`src/rtl/cix_offload_controller_pkg.sv`:
```
// Shared widths, instruction field positions and slot-entry type for the
// custom-instruction offload controller.
package cix_pkg;

    localparam int CIX_ID_W = 4;
    localparam int CIX_RD_W = 5;
    localparam int CIX_XLEN = 32;
    localparam int CIX_FUNCT_W = 10;

    localparam int CIX_OPCODE_LSB = 0;
    localparam int CIX_OPCODE_MSB = 6;
    localparam int CIX_RD_LSB     = 7;
    localparam int CIX_RD_MSB     = 11;
    localparam int CIX_FUNCT3_LSB = 12;
    localparam int CIX_FUNCT3_MSB = 14;
    localparam int CIX_FUNCT7_LSB = 25;
    localparam int CIX_FUNCT7_MSB = 31;

    typedef struct packed {
        logic                valid;
        logic [CIX_ID_W-1:0] id;
        logic [CIX_RD_W-1:0] rd;
    } cix_slot_t;

    // Accelerator sees {funct7, funct3} as one operation selector.
    function automatic logic [CIX_FUNCT_W-1:0] cix_funct(input logic [CIX_XLEN-1:0] instr);
        return {instr[CIX_FUNCT7_MSB:CIX_FUNCT7_LSB], instr[CIX_FUNCT3_MSB:CIX_FUNCT3_LSB]};
    endfunction

endpackage

```
`src/rtl/cix_offload_controller_if.sv`:
```
// Issue/result channel between CPU, offload controller and one fabric accelerator.
// The controller uses the slave view; the CPU/accelerator side uses the master view.
interface cix_offload_controller_if #(
    parameter int NUM_SLOTS = 4,
    parameter int TAG_W     = $clog2(NUM_SLOTS)
);
    logic        issue_valid_i;
    logic [31:0] issue_instr_i;
    logic [31:0] issue_opa_i;
    logic [31:0] issue_opb_i;
    logic [3:0]  issue_id_i;
    logic        issue_ready_o;
    logic        issue_accept_o;

    logic             acc_req_valid_o;
    logic             acc_req_ready_i;
    logic [9:0]       acc_req_funct_o;
    logic [31:0]      acc_req_opa_o;
    logic [31:0]      acc_req_opb_o;
    logic [TAG_W-1:0] acc_req_tag_o;

    logic             acc_rsp_valid_i;
    logic [TAG_W-1:0] acc_rsp_tag_i;
    logic [31:0]      acc_rsp_data_i;

    logic        result_valid_o;
    logic [3:0]  result_id_o;
    logic [4:0]  result_rd_o;
    logic [31:0] result_data_o;
    logic        busy_o;
    logic        err_o;

    modport slave (
        input  issue_valid_i, issue_instr_i, issue_opa_i, issue_opb_i, issue_id_i,
        output issue_ready_o, issue_accept_o,
        output acc_req_valid_o, acc_req_funct_o, acc_req_opa_o, acc_req_opb_o, acc_req_tag_o,
        input  acc_req_ready_i,
        input  acc_rsp_valid_i, acc_rsp_tag_i, acc_rsp_data_i,
        output result_valid_o, result_id_o, result_rd_o, result_data_o, busy_o, err_o
    );

    modport master (
        output issue_valid_i, issue_instr_i, issue_opa_i, issue_opb_i, issue_id_i,
        input  issue_ready_o, issue_accept_o,
        input  acc_req_valid_o, acc_req_funct_o, acc_req_opa_o, acc_req_opb_o, acc_req_tag_o,
        output acc_req_ready_i,
        output acc_rsp_valid_i, acc_rsp_tag_i, acc_rsp_data_i,
        input  result_valid_o, result_id_o, result_rd_o, result_data_o, busy_o, err_o
    );

endinterface

```
`src/rtl/cix_offload_controller_slot_table.sv`:
```
// Outstanding-instruction scoreboard: lowest-free allocator, free and lookup by tag.
// A slot freed this cycle only becomes allocatable from the next cycle on.
module cix_slot_table
    import cix_pkg::*;
#(
    parameter int NUM_SLOTS = 4,
    parameter int TAG_W     = $clog2(NUM_SLOTS)
) (
    input  logic                clk,
    input  logic                rst_n,
    input  logic                i_alloc_en,
    input  logic [CIX_ID_W-1:0] i_alloc_id,
    input  logic [CIX_RD_W-1:0] i_alloc_rd,
    output logic [TAG_W-1:0]    o_alloc_tag,
    output logic                o_full,
    input  logic                i_free_en,
    input  logic [TAG_W-1:0]    i_free_tag,
    input  logic [TAG_W-1:0]    i_lookup_tag,
    output cix_slot_t           o_lookup,
    output logic                o_any_valid_next
);

    cix_slot_t              r_slots [NUM_SLOTS];
    logic [TAG_W-1:0]       w_alloc_tag;
    logic                   w_found;
    logic [NUM_SLOTS-1:0]   w_valid_next;

    // NOTE: every variable assigned in always_comb gets a default first, so no latch is inferred.
    always_comb begin
        w_alloc_tag = '0;
        w_found     = 1'b0;
        for (int i = NUM_SLOTS - 1; i >= 0; i--) begin
            if (!r_slots[i].valid) begin
                w_alloc_tag = TAG_W'(i);
                w_found     = 1'b1;
            end
        end
    end

    always_comb begin
        w_valid_next = '0;
        for (int i = 0; i < NUM_SLOTS; i++) begin
            w_valid_next[i] = r_slots[i].valid;
            if (i_free_en && (i_free_tag == TAG_W'(i)))
                w_valid_next[i] = 1'b0;
            if (i_alloc_en && (w_alloc_tag == TAG_W'(i)))
                w_valid_next[i] = 1'b1;
        end
    end

    // NOTE: the table is a handful of flops, so it is fully reset; large RAM-style arrays would not be.
    // NOTE: sequential state uses non-blocking assignments only, so every flop samples pre-edge values.
    always_ff @(posedge clk or negedge rst_n) begin
        if (!rst_n) begin
            for (int i = 0; i < NUM_SLOTS; i++)
                r_slots[i] <= '0;
        end else begin
            for (int i = 0; i < NUM_SLOTS; i++) begin
                if (i_free_en && (i_free_tag == TAG_W'(i)))
                    r_slots[i].valid <= 1'b0;
                if (i_alloc_en && (w_alloc_tag == TAG_W'(i)))
                    r_slots[i] <= '{valid: 1'b1, id: i_alloc_id, rd: i_alloc_rd};
            end
        end
    end

    assign o_alloc_tag      = w_alloc_tag;
    assign o_full           = !w_found;
    assign o_lookup         = r_slots[i_lookup_tag];
    assign o_any_valid_next = |w_valid_next;

endmodule

```
`src/rtl/cix_offload_controller.sv`:
```
// Fabric-side sequencer for the custom-instruction channel: decodes issues, forwards
// accepted ones to the accelerator and maps out-of-order completions back to the CPU.
module cix_offload_controller
    import cix_pkg::*;
#(
    parameter int         NUM_SLOTS = 4,
    parameter logic [6:0] OPCODE    = 7'b0001011,
    parameter int         TAG_W     = $clog2(NUM_SLOTS)
) (
    input  logic                    UserCLK,
    input  logic                    resetn,
    cix_offload_controller_if.slave bus
);

    logic             w_match;
    logic             w_full;
    logic             w_can_take;
    logic             w_issue_ready;
    logic             w_issue_accept;
    logic             w_req_fire;
    logic             w_req_valid_next;
    logic             w_any_valid_next;
    logic             w_rsp_hit;
    logic             w_rsp_stale;
    logic [TAG_W-1:0] w_alloc_tag;
    cix_slot_t        w_lookup;

    logic                   r_req_valid;
    logic [CIX_FUNCT_W-1:0] r_req_funct;
    logic [CIX_XLEN-1:0]    r_req_opa;
    logic [CIX_XLEN-1:0]    r_req_opb;
    logic [TAG_W-1:0]       r_req_tag;
    logic                   r_result_valid;
    logic [CIX_ID_W-1:0]    r_result_id;
    logic [CIX_RD_W-1:0]    r_result_rd;
    logic [CIX_XLEN-1:0]    r_result_data;
    logic                   r_busy;
    logic                   r_err;

    assign w_match    = (bus.issue_instr_i[CIX_OPCODE_MSB:CIX_OPCODE_LSB] == OPCODE);
    assign w_req_fire = r_req_valid && bus.acc_req_ready_i;
    assign w_can_take = !w_full && (!r_req_valid || w_req_fire);

    // Issue valid is masked while in reset so the handshake outputs read 0 there.
    assign w_issue_ready    = resetn && bus.issue_valid_i && (!w_match || w_can_take);
    assign w_issue_accept   = w_issue_ready && w_match;
    assign w_req_valid_next = w_issue_accept || (r_req_valid && !w_req_fire);

    assign w_rsp_hit   = bus.acc_rsp_valid_i && w_lookup.valid;
    assign w_rsp_stale = bus.acc_rsp_valid_i && !w_lookup.valid;

    cix_slot_table #(
        .NUM_SLOTS (NUM_SLOTS),
        .TAG_W     (TAG_W)
    ) u_slot_table (
        .clk              (UserCLK),
        .rst_n            (resetn),
        .i_alloc_en       (w_issue_accept),
        .i_alloc_id       (bus.issue_id_i),
        .i_alloc_rd       (bus.issue_instr_i[CIX_RD_MSB:CIX_RD_LSB]),
        .o_alloc_tag      (w_alloc_tag),
        .o_full           (w_full),
        .i_free_en        (w_rsp_hit),
        .i_free_tag       (bus.acc_rsp_tag_i),
        .i_lookup_tag     (bus.acc_rsp_tag_i),
        .o_lookup         (w_lookup),
        .o_any_valid_next (w_any_valid_next)
    );

    // One-entry request register; a new accept may reload it in the cycle it drains.
    always_ff @(posedge UserCLK or negedge resetn) begin
        if (!resetn) begin
            r_req_valid <= 1'b0;
            r_req_funct <= '0;
            r_req_opa   <= '0;
            r_req_opb   <= '0;
            r_req_tag   <= '0;
        end else begin
            r_req_valid <= w_req_valid_next;
            if (w_issue_accept) begin
                r_req_funct <= cix_funct(bus.issue_instr_i);
                r_req_opa   <= bus.issue_opa_i;
                r_req_opb   <= bus.issue_opb_i;
                r_req_tag   <= w_alloc_tag;
            end
        end
    end

    always_ff @(posedge UserCLK or negedge resetn) begin
        if (!resetn) begin
            r_result_valid <= 1'b0;
            r_result_id    <= '0;
            r_result_rd    <= '0;
            r_result_data  <= '0;
        end else begin
            r_result_valid <= w_rsp_hit;
            if (w_rsp_hit) begin
                r_result_id   <= w_lookup.id;
                r_result_rd   <= w_lookup.rd;
                r_result_data <= bus.acc_rsp_data_i;
            end
        end
    end

    // Busy is built from next-state values so it lines up with the state it summarises.
    always_ff @(posedge UserCLK or negedge resetn) begin
        if (!resetn) begin
            r_busy <= 1'b0;
            r_err  <= 1'b0;
        end else begin
            r_busy <= w_any_valid_next || w_req_valid_next;
            if (w_rsp_stale)
                r_err <= 1'b1;
        end
    end

    assign bus.issue_ready_o   = w_issue_ready;
    assign bus.issue_accept_o  = w_issue_accept;
    assign bus.acc_req_valid_o = r_req_valid;
    assign bus.acc_req_funct_o = r_req_funct;
    assign bus.acc_req_opa_o   = r_req_opa;
    assign bus.acc_req_opb_o   = r_req_opb;
    assign bus.acc_req_tag_o   = r_req_tag;
    assign bus.result_valid_o  = r_result_valid;
    assign bus.result_id_o     = r_result_id;
    assign bus.result_rd_o     = r_result_rd;
    assign bus.result_data_o   = r_result_data;
    assign bus.busy_o          = r_busy;
    assign bus.err_o           = r_err;

endmodule

```
`src/flat_wrapper.sv`:
```
// flat-port wrapper written by rule: the top's interface ports become plain ports
module cix_offload_controller_flat import cix_pkg::*;
#(
    parameter int         NUM_SLOTS = 4,
    parameter logic [6:0] OPCODE    = 7'b0001011,
    parameter int         TAG_W     = $clog2(NUM_SLOTS)
)
  (UserCLK, resetn, bus_issue_valid_i, bus_issue_instr_i, bus_issue_opa_i, bus_issue_opb_i, bus_issue_id_i, bus_issue_ready_o, bus_issue_accept_o, bus_acc_req_valid_o, bus_acc_req_funct_o, bus_acc_req_opa_o, bus_acc_req_opb_o, bus_acc_req_tag_o, bus_acc_req_ready_i, bus_acc_rsp_valid_i, bus_acc_rsp_tag_i, bus_acc_rsp_data_i, bus_result_valid_o, bus_result_id_o, bus_result_rd_o, bus_result_data_o, bus_busy_o, bus_err_o);
  cix_offload_controller_if #(.NUM_SLOTS(NUM_SLOTS), .TAG_W(TAG_W)) bus_i ();
  input  logic UserCLK;
  input  logic resetn;
  input wire logic [$bits(bus_i.issue_valid_i)-1:0] bus_issue_valid_i;
  input wire logic [$bits(bus_i.issue_instr_i)-1:0] bus_issue_instr_i;
  input wire logic [$bits(bus_i.issue_opa_i)-1:0] bus_issue_opa_i;
  input wire logic [$bits(bus_i.issue_opb_i)-1:0] bus_issue_opb_i;
  input wire logic [$bits(bus_i.issue_id_i)-1:0] bus_issue_id_i;
  output wire logic [$bits(bus_i.issue_ready_o)-1:0] bus_issue_ready_o;
  output wire logic [$bits(bus_i.issue_accept_o)-1:0] bus_issue_accept_o;
  output wire logic [$bits(bus_i.acc_req_valid_o)-1:0] bus_acc_req_valid_o;
  output wire logic [$bits(bus_i.acc_req_funct_o)-1:0] bus_acc_req_funct_o;
  output wire logic [$bits(bus_i.acc_req_opa_o)-1:0] bus_acc_req_opa_o;
  output wire logic [$bits(bus_i.acc_req_opb_o)-1:0] bus_acc_req_opb_o;
  output wire logic [$bits(bus_i.acc_req_tag_o)-1:0] bus_acc_req_tag_o;
  input wire logic [$bits(bus_i.acc_req_ready_i)-1:0] bus_acc_req_ready_i;
  input wire logic [$bits(bus_i.acc_rsp_valid_i)-1:0] bus_acc_rsp_valid_i;
  input wire logic [$bits(bus_i.acc_rsp_tag_i)-1:0] bus_acc_rsp_tag_i;
  input wire logic [$bits(bus_i.acc_rsp_data_i)-1:0] bus_acc_rsp_data_i;
  output wire logic [$bits(bus_i.result_valid_o)-1:0] bus_result_valid_o;
  output wire logic [$bits(bus_i.result_id_o)-1:0] bus_result_id_o;
  output wire logic [$bits(bus_i.result_rd_o)-1:0] bus_result_rd_o;
  output wire logic [$bits(bus_i.result_data_o)-1:0] bus_result_data_o;
  output wire logic [$bits(bus_i.busy_o)-1:0] bus_busy_o;
  output wire logic [$bits(bus_i.err_o)-1:0] bus_err_o;
  assign bus_i.issue_valid_i = bus_issue_valid_i;
  assign bus_i.issue_instr_i = bus_issue_instr_i;
  assign bus_i.issue_opa_i = bus_issue_opa_i;
  assign bus_i.issue_opb_i = bus_issue_opb_i;
  assign bus_i.issue_id_i = bus_issue_id_i;
  assign bus_issue_ready_o = bus_i.issue_ready_o;
  assign bus_issue_accept_o = bus_i.issue_accept_o;
  assign bus_acc_req_valid_o = bus_i.acc_req_valid_o;
  assign bus_acc_req_funct_o = bus_i.acc_req_funct_o;
  assign bus_acc_req_opa_o = bus_i.acc_req_opa_o;
  assign bus_acc_req_opb_o = bus_i.acc_req_opb_o;
  assign bus_acc_req_tag_o = bus_i.acc_req_tag_o;
  assign bus_i.acc_req_ready_i = bus_acc_req_ready_i;
  assign bus_i.acc_rsp_valid_i = bus_acc_rsp_valid_i;
  assign bus_i.acc_rsp_tag_i = bus_acc_rsp_tag_i;
  assign bus_i.acc_rsp_data_i = bus_acc_rsp_data_i;
  assign bus_result_valid_o = bus_i.result_valid_o;
  assign bus_result_id_o = bus_i.result_id_o;
  assign bus_result_rd_o = bus_i.result_rd_o;
  assign bus_result_data_o = bus_i.result_data_o;
  assign bus_busy_o = bus_i.busy_o;
  assign bus_err_o = bus_i.err_o;
  cix_offload_controller #(.NUM_SLOTS(NUM_SLOTS), .OPCODE(OPCODE), .TAG_W(TAG_W)) u_core (.UserCLK(UserCLK), .resetn(resetn), .bus(bus_i));
endmodule
```
`config.mk`:
```
export PLATFORM = sky130hd
export DESIGN_NAME = cix_offload_controller_flat
export DESIGN_NICKNAME = d
export VERILOG_FILES = /design/src/rtl/cix_offload_controller_pkg.sv /design/src/rtl/cix_offload_controller_if.sv /design/src/rtl/cix_offload_controller_slot_table.sv /design/src/rtl/cix_offload_controller.sv /design/src/flat_wrapper.sv
export SDC_FILE = /design/constraint.sdc
export NUM_CORES = 1
export LEC_CHECK = 0
export BUFFER_PORTS_ARGS = -buffer_cell sky130_fd_sc_hd__clkbuf_2
export CAP_MARGIN = 5
export CORE_ASPECT_RATIO = 0.75
export CORE_MARGIN = 8
export CORE_UTILIZATION = 52
export DETAILED_ROUTE_END_ITERATION = 16
export PLACE_DENSITY_LB_ADDON = 0.05
export SYNTH_ARGS = -nofsm -noshare
export SYNTH_HDL_FRONTEND = slang
export SYNTH_SLANG_ARGS = --single-unit
```
`constraint.sdc`:
```
create_clock -name UserCLK -period 6.69 [get_ports UserCLK]
set_clock_uncertainty 0.1 [all_clocks]
set_input_delay 1.338 -clock UserCLK [delete_from_list [all_inputs] [get_ports UserCLK]]
set_output_delay 1.338 -clock UserCLK [all_outputs]
set_load 0.05 [all_outputs]
```
# After elaboration in Yosys (flattened, before gate mapping)
# Cells that the tools add are included.
totals:
  reg_bits: 161
  out_inout_bits: 123
  inputBits: 139
  word_cells: 82
classes:
  n_bitwise: 1
  mux: 23
  n_reduce_logical: 27
  order_cmp: 1
  n_eq_ne: 7
op_table:
  columns: ["op", "count"]
  rows:
  - ["10-bit two-way mux", 6]
  - ["10-bit binary-select mux with 2-bit select", 1]
  - ["1-bit logical AND", 16]
  - ["1-bit two-way mux", 12]
  - ["2-bit == test, second input constant", 4]
  - ["2-bit two-way mux", 4]
  - ["7-bit by 4-bit == test with 1-bit output, second input constant", 1]
  - ["2-bit by 1-bit == test with 1-bit output, second input constant", 2]
  - ["1-bit logical NOT", 4]
  - ["2-bit logical NOT", 2]
  - ["1-bit logical OR", 4]
  - ["4-bit OR reduction", 1]
  - ["3-bit >= comparator, second input constant", 1]
  - ["2-bit inverter with 3-bit output", 1]

# Longest topological paths before layout
# Gate-level depths: netlist of the first run.
depth:
  ltp_word: 12
  depth_mapped: 6
  mapped_depth_nobuf: 4

# Hierarchy
# Synthesis of the first run repeated with hierarchy kept, for this count alone.
unflattened:
  hier_cells: 382
  area_unflattened_um2: 6434.9
by_module_without_submodules:
  columns: ["mod", "cells_per_inst", "n_inst", "area_each_um2"]
  rows:
  - ["cix_offload_controller", 265, 1, 4560.6]
  - ["cix_slot_table", 117, 1, 1874.3]

# Worst setup path before layout of the first run
# OpenSTA, ideal clock, no wires.
synth_path:
  kind: "input -> output"
  from: "input port bus_issue_instr_i[5]"
  to: "output port bus_issue_accept_o"
  required_time_ps: 5252
  path_slack_ps: 2220
  cell_stages: 6
  arrival_ps: 3032
  n_path_buf: 2
  path_cell_list: "or4b_4 -> nor4_2 -> nand2_1 -> buf_2 -> buf_2 -> inv_1"
synth_via:
  elab_chain_cells: 5
synth_lines:
  columns: ["item", "line_no", "text"]
  rows:
  - ["start, declared", "flat_wrapper.sv:13", "input wire logic [$bits(bus_i.issue_instr_i)-1:0] bus_issue_instr_i;"]
  - ["7-bit by 4-bit == test with 1-bit output (*)", "cix_offload_controller.sv:40", "assign w_match = (bus.issue_instr_i[CIX_OPCODE_MSB:CIX_OPCODE_LSB] == OPCODE);"]
  - ["1-bit logical NOT", "cix_offload_controller.sv:45", "assign w_issue_ready = resetn && bus.issue_valid_i && (!w_match || w_can_take);"]
  - ["1-bit logical OR", "cix_offload_controller.sv:45", null]
  - ["1-bit logical AND", "cix_offload_controller.sv:45", null]
  - ["1-bit logical AND (*)", "cix_offload_controller.sv:46", "assign w_issue_accept = w_issue_ready && w_match;"]
  - ["end, declared", "flat_wrapper.sv:18", "output wire logic [$bits(bus_i.issue_accept_o)-1:0] bus_issue_accept_o;"]
# Mark *: on every way between the ends. The rest lies on a longest branch, timed or not.

# Worst setup path after layout of the first run
# Same ends and word-level chain as after synthesis.

==> flow_metrics.py, run 1 <==
metrics = {
    "yosys": {
        "synthSimpleGateAreaFrac": 0.0285,
        "synth_compound_area_frac": 0.00826,
        "synth_warnings": 0,
        "synth_edf_count": 0,
        "synthTopCellsByArea": "dfrtp_1 (63%), mux2_2 (17%), mux2_1 (8.1%)",
        "synthAdderAreaFrac": 0,
        "synth_seq_cells": 161,
        "synth-main-ff-cell": "dfrtp_1",
        "async_reset_ff_frac": 1.00,
        "avgSynthCellArea_sq_um": 16.4,
        "synthMuxAreaShare": 0.313,
        "synth_top_area_share": 0.633,
        "seq_area_frac_synth": 0.633,
        "yosysUniqueCellTypes": 31,
        "postSynthCellCount": 389,
        "synth-xor-area-share": 0,
        "synth_top_family_by_area": "multiplexers",
        "synth_nets": 528,
        "syn_area_sq_um": 6360,
        "synth_area_leader_cell": "dfrtp_1",
    },
    "min_path": {
        "min_path_cells": 1,
        "hold_start": "u_core.u_slot_table.r_slots[18]$_DFFE_PN0P_",
        "holdPathEnd": "u_core.u_slot_table.r_slots[18]$_DFFE_PN0P_",
        "hold_class": "flop to flop",
    },
    "global_route": {
        "grt_busiest_layer": "met2",
        "grt_start_max_net_pins": 75,
        "grt_pass1_vias": 4478,
        "grt.total_usage": 0.194,
        "overflow": 0,
        "antenna_found_initial": 0,
        "use_met1": 0.231,
        "grt_use_met2": 0.329,
        "grt_pass1_wl_mm": 24.2,
        "globalRouteMet3Util": 0.0658,
    },
    "placement": {
        "place_congestion": 0.779,
        "port_buffers": 251,
        "dpl_cell_area_sq_um": 7790,
        "place.detailed.hpwl_mm": 11.4,
    },
    "cts": {
        "cts_buffers": 17,
        "ctsHoldBuffers": 0,
        "root_buffer": "clkbuf_16",
        "cts_htree_levels": 4,
        "cts_setup_buffers": 0,
        "worstSkewPairLatency_ns": 0.41,
        "cts_tree": "yes",
        "cts_resized": 0,
        "clkTransAtPathRegs_ns": 0.06,
        "cts_sinks": 161,
        "cts_buffer_depth": 2,
    },
    "power": {
        "p_leak_nw": 4.81,
        "power_density_nw_per_um2": 272,
        "ir_drop_uv": 179,
    },
    "timing": {
        "maxSlewHeadroom": 0.301,
        "min_period_ns": 4.73,
        "finalSetupTns_ns": 0,
        "rsz0062_at_grt": "no",
        "hold_viol_final": 0,
        "drv_slew": 0,
        "finalSetupViolations": 0,
        "tightest_slew_ns": 1.04,
        "period_share": 0.707,
        "max_freq_mhz": 211,
    },
    "routing": {
        "viasPerCell": 4.94,
        "vias": 4053,
        "first_iter_violations": 143,
        "first_pass_iters": 4,
        "wirelength_mm": 15.2,
        "ant_nets": 0,
        "drc": 0,
        "wire_per_inst_microns": 18.5,
    },
    "floorplanning": {
        "io_pins": 262,
        "core_sq_um": 12100,
        "floorplan.die.width_microns": 144,
        "die-area_sq_um": 16100,
        "num_rows": 35,
        "chipHeight_microns": 112,
        "start_util": 0.525,
    },
    "setup_path": {
        "crit_path_start_kind": "primary input",
        "reg2reg_to": "u_core.bus.result_data_o[17]$_DFFE_PN0P_",
        "cp.arrival_ns": 3.29,
        "ff2ff_path_depth": 3,
        "r2r_slack_ns": 4.28,
        "path_class": "primary input to output port",
        "path_max_fanout": 40,
        "r2r-start": "u_core.u_slot_table.r_slots[9]$_DFF_PN0_",
        "endpoint_kind": "output port",
        "cp_data_required_time_ns": 5.25,
    },
    "job": {
        "max_cap_violations": 0,
    },
    "cells_and_area": {
        "drive_gt1_frac": 0.621,
        "fin_area_sq_um": 8400,
        "final_nets": 781,
        "diodes": 0,
        "areaGrowthSynthToFinish_pct": 32.0,
    },
    "status": {
        "outcome": "finished clean",
    },
}
[kinds of logic after synthesis]
| logic type | Yosys count |
|---|---|
| muxes | 164 |
| and+or+nand+nor | 31 |
| buffers and inverters | 25 |
| AOI/OAI and AO/OA | 8 |
| DFF | 161 |
[cells in the final DEF (no fill, tap or decap), types with 2 or more instances in the layout]
cell          n
mux4_2       10
nand2b_1      2
clkbuf_2    250
clkbuf_1      2
mux2_4        9
a21oi_1       3
clkbuf_8      2
clkinv_4      3
buf_4         4
bufinv_16     3
dfrtp_1     161
nand2_1       9
nor4_2        2
clkbuf_16    17
or3_1         2
mux2_2       98
nor2_1        2
clkinvlp_4    2
inv_6         2
nand3b_1      4
nand3_1       2
mux2_1       46
inv_1         4
[per-stage QoR]
step	setup WS (ns)	std cells	utilization	power, mW	hold WS, ns
6_report	1.96	821	0.693	2.28	0.380
5_1_grt	1.83	821	0.693	2.37	0.391
4_1_cts	1.96	821	0.693	2.31	0.388
3_5_place_dp	1.95	789	0.642	1.31	0.373
3_3_place_gp	1.94	789	0.642	1.31	0.362
2_1_floorplan	2.22	389	-	1.20	0.352
[critical path: stages]
cell and delay [ns]:
clkbuf_2 0.08, or4b_4 0.53, nor4_2 0.45, nand2_4 0.40, inv_1 0.16, clkbuf_2 0.30
[where the power goes]
group | switching [mW] | internal, mW
logic | 0.185 | 0.0785
clock network | 0.383 | 0.611
registers | 0.0176 | 1.01
[metal layers]
layer	share of wire	routed length, microns
met2	0.51	7670
met3	0.082	1250
met1	0.40	6140
met4	0.0066	100
met5	0	0
[worst max-delay path by stage]
stage                    startpoint  cells after the start            endpoint  slack, ns
6_report       bus_issue_instr_i[5]                      6  bus_issue_accept_o       1.96
5_1_grt        bus_issue_instr_i[5]                      6  bus_issue_accept_o       1.83
4_1_cts        bus_issue_instr_i[5]                      6  bus_issue_accept_o       1.96
3_5_place_dp   bus_issue_instr_i[5]                      6  bus_issue_accept_o       1.95
3_3_place_gp   bus_issue_instr_i[5]                      6  bus_issue_accept_o       1.94
2_1_floorplan  bus_issue_instr_i[5]                      6  bus_issue_accept_o       2.22
[layout make-up]
class                           count  area [sq um]
Tap cell                          166           208
Fill cell                         884          3730
Multi-Input combinational cell    203          2240
Timing Repair Buffer              255          1290
Clock inverter                     11           154
Clock buffer                       21           460
Inverter                            4          15.0
Sequential cell                   161          4030
[Yosys cell counts, types with 3 or more instances]
cell and n:
buf_1 8, inv_1 4, clkbuf_1 6, a21oi_1 3, dfrtp_1 161, mux2_4 9
buf_2 6, mux2_2 98, mux2_1 46, nand2_1 11, mux4_2 10, nand3b_1 4
[sequential cells by signal, indices dropped and copies added, names as in the netlist]
| signal | cells |
|---|---|
| u_core.bus.acc_req_funct_o | 10 |
| u_core.bus.acc_req_opa_o | 32 |
| u_core.bus.acc_req_opb_o | 32 |
| u_core.bus.acc_req_tag_o | 2 |
| u_core.bus.acc_req_valid_o | 1 |
| u_core.bus.busy_o | 1 |
| u_core.bus.err_o | 1 |
| u_core.bus.result_data_o | 32 |
| u_core.bus.result_id_o | 4 |
| u_core.bus.result_rd_o | 5 |
| u_core.bus.result_valid_o | 1 |
| u_core.u_slot_table.r_slots | 40 |
Note: power is estimated with default switching activity, not from simulation.
==> inputs of run 2 (changes only) <==
--- a/config.mk
+++ b/config.mk
@@ -9,7 +9,7 @@
 export CAP_MARGIN = 5
 export CORE_ASPECT_RATIO = 0.75
 export CORE_MARGIN = 8
-export CORE_UTILIZATION = 52
+export CORE_UTILIZATION = 48
 export DETAILED_ROUTE_END_ITERATION = 16
 export PLACE_DENSITY_LB_ADDON = 0.05
 export SYNTH_ARGS = -nofsm -noshare
==> constraint.sdc (replaced) <==
create_clock -name UserCLK -period 4.6 [get_ports UserCLK]
set_clock_uncertainty 0.1 [all_clocks]
set_input_delay 0.92 -clock UserCLK [delete_from_list [all_inputs] [get_ports UserCLK]]
set_output_delay 0.92 -clock UserCLK [all_outputs]
set_load 0.05 [all_outputs]
==> flow_metrics.py, run 2 (synthesis results as in run 1) <==
metrics = {
    "cts": {
        "cts_htree_levels": 4,
        "cts_setup_buffers": 0,
        "clkTransAtPathRegs_ns": 0.06,
        "root_buffer": "clkbuf_16",
        "ctsHoldBuffers": 0,
        "cts_resized": 0,
        "cts_sinks": 161,
        "cts_buffer_depth": 2,
        "cts_tree": "yes",
        "cts_buffers": 17,
        "worstSkewPairLatency_ns": 0.42,
    },
    "setup_path": {
        "cp.arrival_ns": 2.51,
        "cpPeakStageDelay_ns": 0.55,
        "worst-path-buf-inv": 3,
        "cp_data_required_time_ns": 3.58,
        "path_class": "primary input to output port",
        "slowest_stage": "or4b_4",
        "cpMostUsedCell": "clkbuf_2",
        "path_cells": "clkbuf_2, or4b_4, nor4_2, nand2_4, inv_1, clkbuf_2",
        "crit_path_start_kind": "primary input",
        "cp.depth": 6,
        "endpoint_kind": "output port",
        "ff2ff_path_depth": 4,
        "path_max_fanout": 3,
        "critical-path-top-delay-family": "simple AND/OR/NAND/NOR gates",
    },
    "timing": {
        "drv_slew": 0,
        "hold_viol_final": 0,
        "fin_hold_ws_ns": 0.235,
        "maxSlewHeadroom": 0.363,
        "tightest_slew_ns": 0.955,
        "rsz0062_at_grt": "no",
        "max_freq_mhz": 283,
        "period_share": 0.768,
        "min_period_ns": 3.53,
        "finalSetupViolations": 0,
        "finalSetupTns_ns": 0,
    },
    "power": {
        "ir_drop_uv": 317,
        "power_density_nw_per_um2": 398,
        "power.total_mw": 3.36,
        "p_leak_nw": 4.82,
    },
    "placement": {
        "place.detailed.hpwl_mm": 11.9,
        "port_buffers": 251,
        "place_congestion": 0.776,
        "dpl_cell_area_sq_um": 7810,
    },
    "cells_and_area": {
        "fin_area_sq_um": 8430,
        "drive_gt1_frac": 0.621,
        "areaGrowthSynthToFinish_pct": 32.5,
        "final_cell_mix": "clkbuf_2 (250), dfrtp_1 (161), mux2_2 (98), mux2_1 (46), clkbuf_16 (17)",
        "fin_util": 0.650,
        "multi_input_area_sq_um": 2240,
        "top_register": "u_core.u_slot_table.r_slots",
        "final_common_cell": "clkbuf_2",
        "diodes": 0,
        "largest_reg_flops": 40,
        "seq_area_sq_um": 4030,
        "final_nets": 783,
        "fillers": 988,
    },
    "routing": {
        "wire_per_inst_microns": 19.0,
        "viasPerCell": 5.04,
        "drc": 0,
        "ant_nets": 0,
        "first_pass_iters": 4,
        "wirelength_mm": 15.8,
        "vias": 4173,
        "first_iter_violations": 132,
    },
    "global_route": {
        "grt_start_max_net_pins": 77,
        "overflow": 0,
        "antenna_found_initial": 0,
        "grt.total_usage": 0.188,
        "grt_pass1_wl_mm": 25.0,
        "grt_pass1_vias": 4547,
    },
    "min_path": {
        "hold_class": "primary input to asynchronous set/reset pin",
    },
    "status": {
        "outcome": "finished clean",
    },
    "floorplanning": {
        "io_pins": 262,
        "chipHeight_microns": 116,
        "core_sq_um": 13000,
        "die-area_sq_um": 17200,
        "num_rows": 36,
        "start_util": 0.491,
        "floorplan.die.width_microns": 149,
    },
    "job": {
        "max_cap_violations": 0,
    },
}
run 2: changes by cell type in the layout (fill, tap and decap cells not counted), sizes merged:
cell	change
clkinvlp	+1
bufinv	+1
inv	-2
clkinv	-1
buf	+2
clkbuf	+1
run 2: path summary, 6_finish.rpt:
path                                                             start                                          end  slack [ns]
setup / recovery                                  bus_issue_instr_i[5]                           bus_issue_accept_o        1.07
hold / removal                                                  resetn   u_core.u_slot_table.r_slots[7]$_DFFE_PN0P_        0.24
setup reg to reg             u_core.u_slot_table.r_slots[29]$_DFF_PN0_     u_core.bus.acc_req_opb_o[10]$_DFFE_PN0P_        2.31
hold reg to reg            u_core.u_slot_table.r_slots[12]$_DFFE_PN0P_  u_core.u_slot_table.r_slots[12]$_DFFE_PN0P_        0.38
max in group asynchronous                                       resetn     u_core.bus.result_data_o[30]$_DFFE_PN0P_        2.17
min in group UserCLK       u_core.u_slot_table.r_slots[12]$_DFFE_PN0P_  u_core.u_slot_table.r_slots[12]$_DFFE_PN0P_        0.38
run 2: where the power goes:
group | internal [mW] | switching, mW
Sequential | 1.47 | 0.0265
Combinational | 0.114 | 0.270
Clock | 0.935 | 0.544
run 2: per-layer routing:
metal	global-route usage	share of wire	vias to the layer above
met2	0.308	0.48	172
li1	-	-	1900
met4	0.0537	0.0083	0
met3	0.0784	0.095	15
met1	0.224	0.41	2086
met5	0	0	-
run 2: worst register-to-register path, cell delays in order, from the launching register on:
cell and delay (ns):
dfrtp_1 0.48, nand4_1 0.25, nand2_4 0.13, buf_4 0.75, mux2_2 0.46
run 2: per-stage QoR:
step / std cells / worst slack [ns]
floorplan: 389 / 0.966
global placement: 796 / 1.09
detailed placement: 796 / 1.06
CTS: 828 / 1.07
global route: 828 / 1.01
finish: 828 / 1.07
run 2: final cells by class:
class                           count  share of cell area
Clock buffer                       22              0.0551
Sequential cell                   161               0.478
Clock inverter                     10              0.0187
Tap cell                          171              0.0254
Timing Repair Buffer              257               0.155
Inverter                            4             0.00178
Multi-Input combinational cell    203               0.266
==> inputs of run 3 (changes only) <==
--- a/config.mk
+++ b/config.mk
@@ -9,7 +9,7 @@
 export CAP_MARGIN = 5
 export CORE_ASPECT_RATIO = 0.75
 export CORE_MARGIN = 8
-export CORE_UTILIZATION = 48
+export CORE_UTILIZATION = 43
 export DETAILED_ROUTE_END_ITERATION = 16
 export PLACE_DENSITY_LB_ADDON = 0.05
 export SYNTH_ARGS = -nofsm -noshare
==> constraint.sdc (replaced) <==
create_clock -name UserCLK -period 3.2 [get_ports UserCLK]
set_clock_uncertainty 0.1 [all_clocks]
set_input_delay 0.64 -clock UserCLK [delete_from_list [all_inputs] [get_ports UserCLK]]
set_output_delay 0.64 -clock UserCLK [all_outputs]
set_load 0.05 [all_outputs]
==> flow_metrics.py, run 3 (synthesis results as in run 1) <==
metrics = {
    "status": {
        "outcome": "finished clean",
    },
    "timing": {
        "maxSlewHeadroom": 0.382,
        "finalSetupTns_ns": 0,
        "finalSetupViolations": 0,
        "rsz0062_at_grt": "no",
        "period_share": 0.900,
        "hold_viol_final": 0,
        "tightest_slew_ns": 0.926,
        "min_period_ns": 2.88,
        "max_freq_mhz": 347,
        "drv_slew": 0,
    },
    "cells_and_area": {
        "final_nets": 786,
        "fin_util": 0.593,
        "drive_gt1_frac": 0.624,
        "largest_reg_flops": 40,
        "diodes": 0,
        "top_register": "u_core.u_slot_table.r_slots",
        "areaGrowthSynthToFinish_pct": 34.7,
        "fillers": 1194,
        "final_cell_mix": "clkbuf_2 (249), dfrtp_1 (161), mux2_2 (98), mux2_1 (46), clkbuf_16 (17)",
        "final_common_cell": "clkbuf_2",
        "stdcell_count": 860,
    },
    "setup_path": {
        "cpPeakStageDelay_ns": 0.55,
        "cp_data_required_time_ns": 2.46,
        "path_max_fanout": 3,
        "cp.arrival_ns": 2.14,
        "path_cells": "clkbuf_2, or4b_4, nor4_2, nand2_4, inv_1, buf_12",
        "slowest_stage": "or4b_4",
        "path_class": "primary input to output port",
        "endpoint_kind": "output port",
        "crit_path_start_kind": "primary input",
    },
    "routing": {
        "viasPerCell": 4.77,
        "first_pass_iters": 4,
        "ant_nets": 0,
        "wire_per_inst_microns": 18.5,
        "vias": 4105,
        "wirelength_mm": 15.9,
        "first_iter_violations": 191,
        "drc": 0,
    },
    "min_path": {
        "hold_class": "primary input to asynchronous set/reset pin",
    },
    "global_route": {
        "grt_start_max_net_pins": 162,
        "grt.total_usage": 0.171,
        "grt_pass1_vias": 4484,
        "overflow": 0,
        "grt_pass1_wl_mm": 25.0,
        "antenna_found_initial": 0,
    },
    "cts": {
        "cts_buffer_depth": 2,
        "root_buffer": "clkbuf_16",
        "cts_sinks": 161,
        "clkTransAtPathRegs_ns": 0.06,
        "cts_htree_levels": 4,
        "cts_resized": 0,
        "cts_tree": "yes",
        "ctsHoldBuffers": 0,
        "cts_buffers": 17,
        "cts_setup_buffers": 0,
        "worstSkewPairLatency_ns": 0.41,
    },
    "floorplanning": {
        "core_sq_um": 14500,
        "io_pins": 262,
        "chipHeight_microns": 121,
        "floorplan.die.width_microns": 156,
        "die-area_sq_um": 19000,
        "start_util": 0.440,
        "num_rows": 38,
    },
    "power": {
        "power_density_nw_per_um2": 577,
        "ir_drop_uv": 347,
        "p_leak_nw": 4.87,
    },
    "placement": {
        "port_buffers": 251,
        "dp_cells": 828,
        "place_congestion": 0.775,
        "place.detailed.hpwl_mm": 11.9,
    },
    "job": {
        "max_cap_violations": 0,
    },
}
run 3: cell types whose count changed in the layout (fill, tap and decap cells not counted), sizes merged:
cell      delta
bufinv       +1
clkinvlp     -2
buf          +4
run 3: worst paths after layout:
kind	startpoint	endpoint	slack, ns	cells past startpoint
setup / recovery	bus_issue_instr_i[5]	bus_issue_accept_o	0.32	6
hold / removal	resetn	u_core.bus.acc_req_opa_o[31]$_DFFE_PN0P_	0.24	2
setup reg to reg	u_core.u_slot_table.r_slots[29]$_DFF_PN0_	u_core.bus.acc_req_opb_o[22]$_DFFE_PN0P_	1.15	4
hold reg to reg	u_core.u_slot_table.r_slots[17]$_DFFE_PN0P_	u_core.u_slot_table.r_slots[17]$_DFFE_PN0P_	0.38	1
max in group asynchronous	resetn	u_core.bus.result_data_o[20]$_DFFE_PN0P_	2.01	2
min in group UserCLK	bus_issue_opa_i[22]	u_core.bus.acc_req_opa_o[22]$_DFFE_PN0P_	0.33	2
run 3: report_power, final:
group          switching, mW  internal, mW
clock network          0.770          1.47
registers             0.0367          2.11
logic                  0.390         0.167
run 3: through the flow:
step / area (sq um) / total power [mW] / hold WS, ns / worst slack (ns)
after global placement: 7910 / 2.74 / 0.363 / 0.326
after global routing: 8570 / 5.14 / 0.323 / 0.254
after detailed placement: 7910 / 2.75 / 0.374 / 0.303
after CTS: 8570 / 5.01 / 0.315 / 0.304
final: 8570 / 4.94 / 0.237 / 0.321
after floorplan: 6360 / 2.52 / 0.244 / 0.126
run 3: worst max-delay path, delay by kind of cell:
kind / cells / cell delay, ns
buffers and inverters: 3 / 0.35
AND/OR/NAND/NOR: 3 / 1.15
run 3: final cells by class:
type                    count  area [sq um]  share of cell area
clock buffers              23           488              0.0569
clock inverters             9           176              0.0206
inverters                   4          15.0             0.00175
multi-input cells         203          2240               0.262
flip-flops and latches    161          4030               0.470
well taps                 200           250              0.0292
repair buffers            260          1370               0.160
run 3: metal layers:
metal	track usage	routed length (microns)	vias up
met1	0.209	6510	2024
met2	0.275	7650	155
met4	0.0551	217	0
met3	0.0662	1520	16
met5	0	0	-
li1	-	-	1910
